`src/rtl/seqdec_byte_serializer.sv`:
```
// Byte FIFO feeding an MSB-first serializer for the seqdec_97 detector input.
// Back-to-back bytes are emitted with no gap; OutBit sits at IDLE_BIT when nothing is shifting.
module seqdec_byte_serializer #(
  parameter int   DEPTH    = 4,
  parameter logic IDLE_BIT = 1'b0,
  localparam int  CW       = $clog2(DEPTH) + 1
) (
  input  logic          Clk,
  input  logic          Reset,
  input  logic [7:0]    InData,
  input  logic          InValid,
  output logic          InReady,
  output logic          OutBit,
  output logic          OutValid,
  output logic          Busy,
  output logic [CW-1:0] Count
);

  localparam int PW = $clog2(DEPTH);

  // States: IDLE  | shifter empty, OutBit held at IDLE_BIT
  //         SHIFT | a byte is being shifted out, OutValid high
  typedef enum logic {IDLE, SHIFT} state_t;

  state_t        state, state_next;
  logic [7:0]    mem [DEPTH];
  logic [PW-1:0] wr_ptr, rd_ptr;
  logic [2:0]    bitcnt, bitcnt_next;
  logic [6:0]    shreg, shreg_next;
  logic          out_bit_next, out_valid_next;
  logic          push, pop;
  logic [7:0]    head;

  assign InReady = !Reset && (Count < CW'(DEPTH));
  assign push    = InValid && InReady;
  assign pop     = (Count != '0) && ((state == IDLE) || (bitcnt == 3'd7));
  assign head    = mem[rd_ptr];
  assign Busy    = (state == SHIFT) || (Count != '0);

  always_ff @(posedge Clk) begin
    if (push) mem[wr_ptr] <= InData;
  end

  always_comb begin
    state_next     = state;
    bitcnt_next    = bitcnt;
    shreg_next     = shreg;
    out_bit_next   = OutBit;
    out_valid_next = OutValid;
    case (state)
      IDLE: begin
        if (pop) begin
          state_next     = SHIFT;
          out_bit_next   = head[7];
          out_valid_next = 1'b1;
          shreg_next     = head[6:0];
          bitcnt_next    = 3'd0;
        end
      end
      SHIFT: begin
        if (bitcnt != 3'd7) begin
          out_bit_next = shreg[6];
          shreg_next   = {shreg[5:0], 1'b0};
          bitcnt_next  = bitcnt + 3'd1;
        end else if (pop) begin
          // next byte loads on the same edge its predecessor's bit 0 retires
          out_bit_next   = head[7];
          out_valid_next = 1'b1;
          shreg_next     = head[6:0];
          bitcnt_next    = 3'd0;
        end else begin
          state_next     = IDLE;
          out_bit_next   = IDLE_BIT;
          out_valid_next = 1'b0;
        end
      end
      default: begin
        state_next     = IDLE;
        out_bit_next   = IDLE_BIT;
        out_valid_next = 1'b0;
      end
    endcase
  end

  always_ff @(posedge Clk) begin
    if (Reset) begin
      state    <= IDLE;
      bitcnt   <= 3'd0;
      shreg    <= 7'd0;
      OutBit   <= IDLE_BIT;
      OutValid <= 1'b0;
      wr_ptr   <= '0;
      rd_ptr   <= '0;
      Count    <= '0;
    end else begin
      state    <= state_next;
      bitcnt   <= bitcnt_next;
      shreg    <= shreg_next;
      OutBit   <= out_bit_next;
      OutValid <= out_valid_next;
      if (push) wr_ptr <= wr_ptr + 1'b1;
      if (pop)  rd_ptr <= rd_ptr + 1'b1;
      case ({push, pop})
        2'b10:   Count <= Count + 1'b1;
        2'b01:   Count <= Count - 1'b1;
        default: Count <= Count;
      endcase
    end
  end

endmodule

```
`config.mk`:
```
export PLATFORM = sky130hd
export DESIGN_NAME = seqdec_byte_serializer
export DESIGN_NICKNAME = d
export VERILOG_FILES = /design/src/rtl/seqdec_byte_serializer.sv
export SDC_FILE = /design/constraint.sdc
export NUM_CORES = 1
export LEC_CHECK = 0
export CORE_ASPECT_RATIO = 2
export CORE_UTILIZATION = 50
export CTS_BUF_LIST = sky130_fd_sc_hd__clkbuf_16
export DETAILED_ROUTE_END_ITERATION = 8
export PLACE_DENSITY = 0.75
export SLEW_MARGIN = 0
export SYNTH_ARGS = -nofsm -noshare
export SYNTH_HDL_FRONTEND = slang
export SYNTH_SLANG_ARGS = --single-unit
```
`constraint.sdc`:
```
create_clock -name Clk -period 6.7 [get_ports Clk]
set_clock_uncertainty 0.05 [all_clocks]
set_input_delay 1.34 -clock Clk [delete_from_list [all_inputs] [get_ports Clk]]
set_output_delay 1.34 -clock Clk [all_outputs]
set_load 0.03 [all_outputs]
```
==> results.yml <==
finish:
  drive_above_1_share: 0.110
  area_growth_pct: 15.2
  diodes: 0
  final_cell_area_um2: 2520
  num-nets-final: 191
  fillers: 314
  final_core_util: 0.612
  final_cells: 225
cts:
  clk_latency_ps: 290
  cts_buffer_depth: 2
  cts_num_sinks: 54
  root_buffer: "clkbuf_16"
  path_clk_slew_ps: 70
  cts_hold_buffers: 0
  cts_tree: "built"
  post_cts_resized: 0
  cts_buffers: 5
  post_cts_buffers: 0
  h-tree-depth: 2
yosys:
  ys_seq_elements: 54
  avgSynthCellArea_um2: 14.0
  netlist_area_um2: 2190
  yosysTopAreaCellShare: 0.438
  synth_area_leader_cell: "edfxtp_1"
  synthTopCellsByArea: "edfxtp_1 44%, dfxtp_1 20%, mux4_2 8.2%, ha_1 4.0%, a21oi_1 3.2%"
  synth_fp_nets: 176
  yosysWarnings: 0
  seq_area_frac_synth: 0.639
  synth_cell_types: 34
  netlist_instances: 157
floorplan:
  num_io_pins: 18
  fp.dieW_um: 48.8
  die_h_um: 95.6
  initial_core_util: 0.531
  die_area_um2: 4670
  core_area_um2: 4130
  num_rows: 33
drt:
  vias_per_cell: 5.70
  drt_iter0_drc: 43
  dr.pass1.iters: 4
  ant_nets: 0
  routed_wl_um: 3620
  vias: 1283
  drcViolationCount: 0
  wl_per_cell_um: 16.1
place:
  place.gp.congestion: 0.789
  place_hpwl_um: 2560
  portBuffers: 17
  dp.cells: 217
  dpl_cell_area_um2: 2380
timing:
  maxSlewHeadroom: 0.417
  period_minus_slack_ps: 4530
  worstMarginPinSlew_ps: 872
  rsz0062_at_grt: "false"
  final_hold_viol_count: 0
  fmax_mhz: 221
  hold_ws_ps: 448
  slew_viol_final: 0
  setup-violations-final: 0
  finalCritPeriodShare: 0.676
  tns_ps: 0
power_and_ir_drop:
  p_sw_frac: 0.347
  p_leak_uw: 0.000865
  p_switching_uw: 383
  cellPowerDensity_nw_per_um2: 437
  power_frac_seq: 0.433
  peakVddDrop_mv: 0.300
  combPwrFrac: 0.337
  p_int_uw: 721
  p_clk_frac: 0.230
worst_setup_path:
  arrival_ps: 3140
  worst_r2r_path_depth: 9
  cp.required_ps: 5310
  rrSetupSlack_ps: 3990
  worstReg2RegStart: "bitcnt[0]$_SDFF_PP0_"
  crit_path_end_kind: "output port"
  critPathKind: "input pin to output port"
  rr_endpoint: "Count[2]$_SDFFE_PP0P_"
  path_max_fanout: 24
  cp-start-kind: "input pin"
run_status:
  status: "finished clean"
worst_hold_path:
  holdPathEnd: "OutBit$_SDFFE_PP0P_"
  min_path_type: "register to register"
  hp-start: "shreg[6]$_SDFF_PP0_"
  hold_depth: 2
grt:
  grt_pass1_wl_um: 6090
  track_usage: 0.178
  grt_use_met2: 0.322
  busiest_layer: "met2"
  grt.met1_usage: 0.193
  antenna_found_initial: 0
  grt_pass1_vias: 1341
  grt_util_met3: 0.0431
  grt_overflow: 0
  grt_start_max_net_pins: 25
job:
  max_cap_violations: 0
cells in the mapped netlist, drive strengths merged:
| cell type | n |
|---|---|
| a211oi | 6 |
| a21oi | 14 |
| a311oi | 2 |
| a31o | 1 |
| a31oi | 1 |
| and2 | 4 |
| and2b | 1 |
| buf | 4 |
| clkbuf | 5 |
| dfxtp | 22 |
| edfxtp | 32 |
| fa | 1 |
| ha | 7 |
| inv | 4 |
| mux2i | 2 |
| mux4 | 8 |
| nand2 | 10 |
| nand2b | 4 |
| nand3 | 4 |
| nor2 | 12 |
| nor3 | 2 |
| nor3b | 1 |
| o21ai | 2 |
| o31ai | 1 |
| or3 | 3 |
| or4 | 1 |
| xnor2 | 2 |
| xor2 | 1 |
cell usage in the layout (no fill, tap or decap), types with 2 or more instances in the layout:
master and count:
mux2i_1 2, or3_1 3, edfxtp_1 32, a211oi_1 6, nand2b_1 3, a21oi_1 14, xnor2_1 2, nand3_1 4
inv_1 4, clkbuf_16 5, and2_1 4, nor2_1 12, mux4_2 8, dfxtp_1 22, nand2_1 10, ha_1 7
clkdlybuf4s50_1 17
power groups by stage:
stage | clock (uW) | combinational [uW] | sequential (uW)
finish | 254 | 372 | 478
floorplan | 0 | 287 | 483
global route | 268 | 408 | 489
global placement | 0 | 353 | 481
CTS | 256 | 375 | 479
detailed placement | 0 | 371 | 485
worst max-delay path, stage by stage:
cell and delay, ps:
clkdlybuf4s50_1 850, nor2_1 250, clkdlybuf4s50_1 700
through the flow:
| step | setup slack (ps) | power [uW] |
|---|---|---|
| global placement | 2240 | 834 |
| CTS | 2190 | 1110 |
| global route | 2070 | 1170 |
| floorplan | 3200 | 769 |
| detailed placement | 2200 | 857 |
| finish | 2170 | 1100 |
sequential cells by signal (all words and copies together) (netlist names), named ones only:
| name | flops |
|---|---|
| Count | 3 |
| OutBit | 1 |
| OutValid | 1 |
| bitcnt | 3 |
| mem | 32 |
| rd_ptr | 2 |
| shreg | 7 |
| state | 1 |
| wr_ptr | 2 |
per-layer routing:
metal	wire length (um)	part of all wire
met1	1410	0.39
met2	2050	0.57
met3	89	0.025
met4	72	0.020
met5	0	0
how the worst max path moves through the flow:
| stage | startpoint | end | slack, ps | cells past startpoint |
|---|---|---|---|---|
| after global routing | Reset | InReady | 2070 | 3 |
| after CTS | Reset | InReady | 2190 | 3 |
| after detailed placement | Reset | InReady | 2200 | 3 |
| after floorplan | Reset | InReady | 3200 | 3 |
| final | Reset | InReady | 2170 | 3 |
| after global placement | Reset | InReady | 2240 | 3 |
cell type report:
class | count | area (um^2) | area share
Sequential cell | 54 | 1400 | 0.555
Multi-Input combinational cell | 90 | 728 | 0.288
Timing Repair Buffer | 17 | 170 | 0.0674
Clock buffer | 5 | 125 | 0.0496
Tap cell | 52 | 65.1 | 0.0258
Clock inverter | 3 | 20.0 | 0.00793
Inverter | 4 | 15.0 | 0.00595
kinds of logic (layout without fill, tap and decap cells):
group | count (synthesis) | count (layout) | synth area share
flops | 54 | 54 | 0.639
simple gates | 42 | 42 | 0.102
compound gates | 27 | 27 | 0.0782
buf+inv | 13 | 29 | 0.0285
mux | 10 | 10 | 0.0913
fa+ha+maj | 8 | 8 | 0.0491
xor+xnor | 3 | 3 | 0.0120
(Power assumes the default switching activity.)
==> edit: new RTL, config.mk and constraints unchanged <==
Make the reset (`Reset`) asynchronous in one clocked block.
--- a/src/rtl/seqdec_byte_serializer.sv
+++ b/src/rtl/seqdec_byte_serializer.sv
@@ -84,3 +84,3 @@
 
-  always_ff @(posedge Clk) begin
+  always_ff @(posedge Clk or posedge Reset) begin
     if (Reset) begin
Function: differs if Reset is asserted again (counterexample within 4 cycles, from zero or initial values and one cycle with Reset high); with Reset held inactive, the same outputs for 10 cycles.
==> edit against the unedited design <==
  * Wire length shrank 9.8%
  * Area after synthesis is 0.57% lower
  * Setup slack better by 0.40 ns
  * Global-route usage decreased by 1.4 points
  * Final area decreased by 1.0%
  * Sequential share of layout area increased by 3.0 points
  * Sequential cell count is 2 lower
  * Via count decreased by 11%
  * Power down 4.8%
  * Sequential power is 2% higher
  * Non-clock buffer count is the same
  * Count of clock-buffer cells in the layout unchanged
  * Critical path type unchanged
  * Largest cell class unchanged
==> edit: results (changes against the unedited design) <==
- Mapped Nets: 161 (-8.5%)
- Hold depth: 2 (unchanged)
- Main synth FF type: edfxtp_1
- First-pass GRT wire length: 5.48 mm (-10%)
- Placer Congestion: 0.772 (-2.2%)
- Cell variety after synth: 28 (-18%)
- Filler Cell Count: 330 (+5.1%)
- Post-CTS Setup Bufs: 0 (unchanged)
- Largest net degree at the start of global routing: 21 (-16%)
- Status: complete, no violations
- Peak supply drop: 244 uV (-19%)
- Clock Tree Root: clkbuf_16
- Hold Crit Start: shreg[6]$_DFF_PP0_
- HPWL after detailed placement: 2.42 mm (-5.7%)
- Hold EP: OutBit$_DFFE_PP0P_
- EDFF count, synth: 32 (unchanged)
- DRT met1 WL: 1.24 mm (-12%)
- Met3 WL post-DR: 61 um (-31%)
- Post-synth top cells: edfxtp_1 (32), dfrtp_1 (20), nand2_1 (15)
- Final layout net count: 179 (-6.3%)
- Biggest regs: mem (32), shreg (7)
- DR WL met2: 1.88 mm (-8.3%)
- Number of synthesis warnings: 0 (unchanged)
- Cts bufs inserted: 5 (unchanged)
- Worst-margin pin slew: 0.748 ns (-0.124 ns)
- Crit Reg-Reg Endpoint: Count[2]$_DFFE_PP0P_
- Worst reg2reg startpoint: bitcnt[0]$_DFF_PP0_
- Async SR Flop Fraction: 38.5% (+38 points)
- DRT iter0 DRCs: 18 (-58%)
- Worst reg-to-reg setup slack: 3.93 ns (-0.06 ns)
- Clk_lat worst skew: 0.28 ns
- Via-to-Cell Ratio: 5.36 (-6.1%)
- Crit Path Max Fanout: 6 (-75%)
- Placement Cell Area: 2360 um^2 (-0.79%)
- CTS clk-pin slew, worst paths: 0.06 ns
- Initial antenna violation count: 0 (unchanged)
- Wire per inst: 15.3 um (-4.7%)
- Vias in the first global route: 1210 (-9.8%)
- FF-to-FF path depth: 9 (unchanged)
- Worst Hold Class: flip-flop to flip-flop
- Leakage power: 0.000981 uW (+13%)
- Crit path DAT: 2.74 ns (-0.40 ns)
- Top cells by area, synth: edfxtp_1 (44%), dfrtp_1 (23%), mux4_2 (8.3%)
- Layout cells sized above 1: 11.8% (+0.82 points)
- Clk buf depth: 2 (unchanged)
- H-tree levels: 2 (unchanged)
- Antenna cell count: 0 (unchanged)
- 1st-pass router iterations: 4 (unchanged)
- Sequential share of the synthesized area: 67.0% (+3.1 points)
- Setup WS pre-CTS: 2.56 ns (+0.367 ns)
- Hold WS: 0.465 ns (+0.0171 ns)
- DR top layer: met4
- Resized Gates After CTS: 0 (unchanged)
- Overall routing resource usage: 16.4% (-1.4 points)
[edit: stage by stage]
step / util (%) / instances
6_report: 60.5 / 213
5_1_grt: 60.5 / 213
4_1_cts: 60.5 / 213
3_5_place_dp: 57.2 / 205
3_3_place_gp: 57.2 / 205
2_1_floorplan: - / 142
[edit: layout make-up]
type,count,area share (%)
Inverter,5,0.751
Clock buffer,5,5.01
Timing Repair Buffer,17,6.81
Tap cell,52,2.60
Sequential cell,52,58.5
Clock inverter,3,0.501
Multi-Input combinational cell,79,25.8
[edit: power by group]
group          switching, uW  leakage, uW  internal (uW)  total (uW)
clock network           98.8    0.0000762            135         234
registers               73.8     0.000528            414         487
logic                    170     0.000377            160         330
total                    342     0.000981            709        1050
[edit: layer usage]
metal  GRT usage (%)  vias to the layer above
met5               0                        -
met4            10.3                        0
met3            2.39                        6
met2            30.3                       15
met1            17.1                      571
li1                -                      549
[edit: kinds of logic (layout without fill, tap and decap cells)]
family	after synthesis	in the layout	synth area share, %
xor gates and xnor gates	6	6	2.41
muxes	10	10	9.30
DFF	52	52	67.0
AOI/OAI and AO/OA	18	18	4.48
adders and majority gates	8	8	4.94
and+or+nand+nor	37	37	8.50
buffers and inverters	11	30	3.33
[edit: how the worst max path moves through the flow]
stage	from	end	slack, ns	cells after the start
after global routing	Reset	InReady	2.52	3
after detailed placement	Reset	InReady	2.56	3
after global placement	Reset	InReady	2.61	3
after CTS	Reset	InReady	2.56	3
after floorplan	Reset	Count[2]$_DFFE_PP0P_	3.44	8
final	Reset	InReady	2.57	3
[edit: worst max-delay path, stage by stage]
cell             delay [ns]
clkdlybuf4s50_1        0.41
nor2_1                 0.25
clkdlybuf4s50_1        0.73
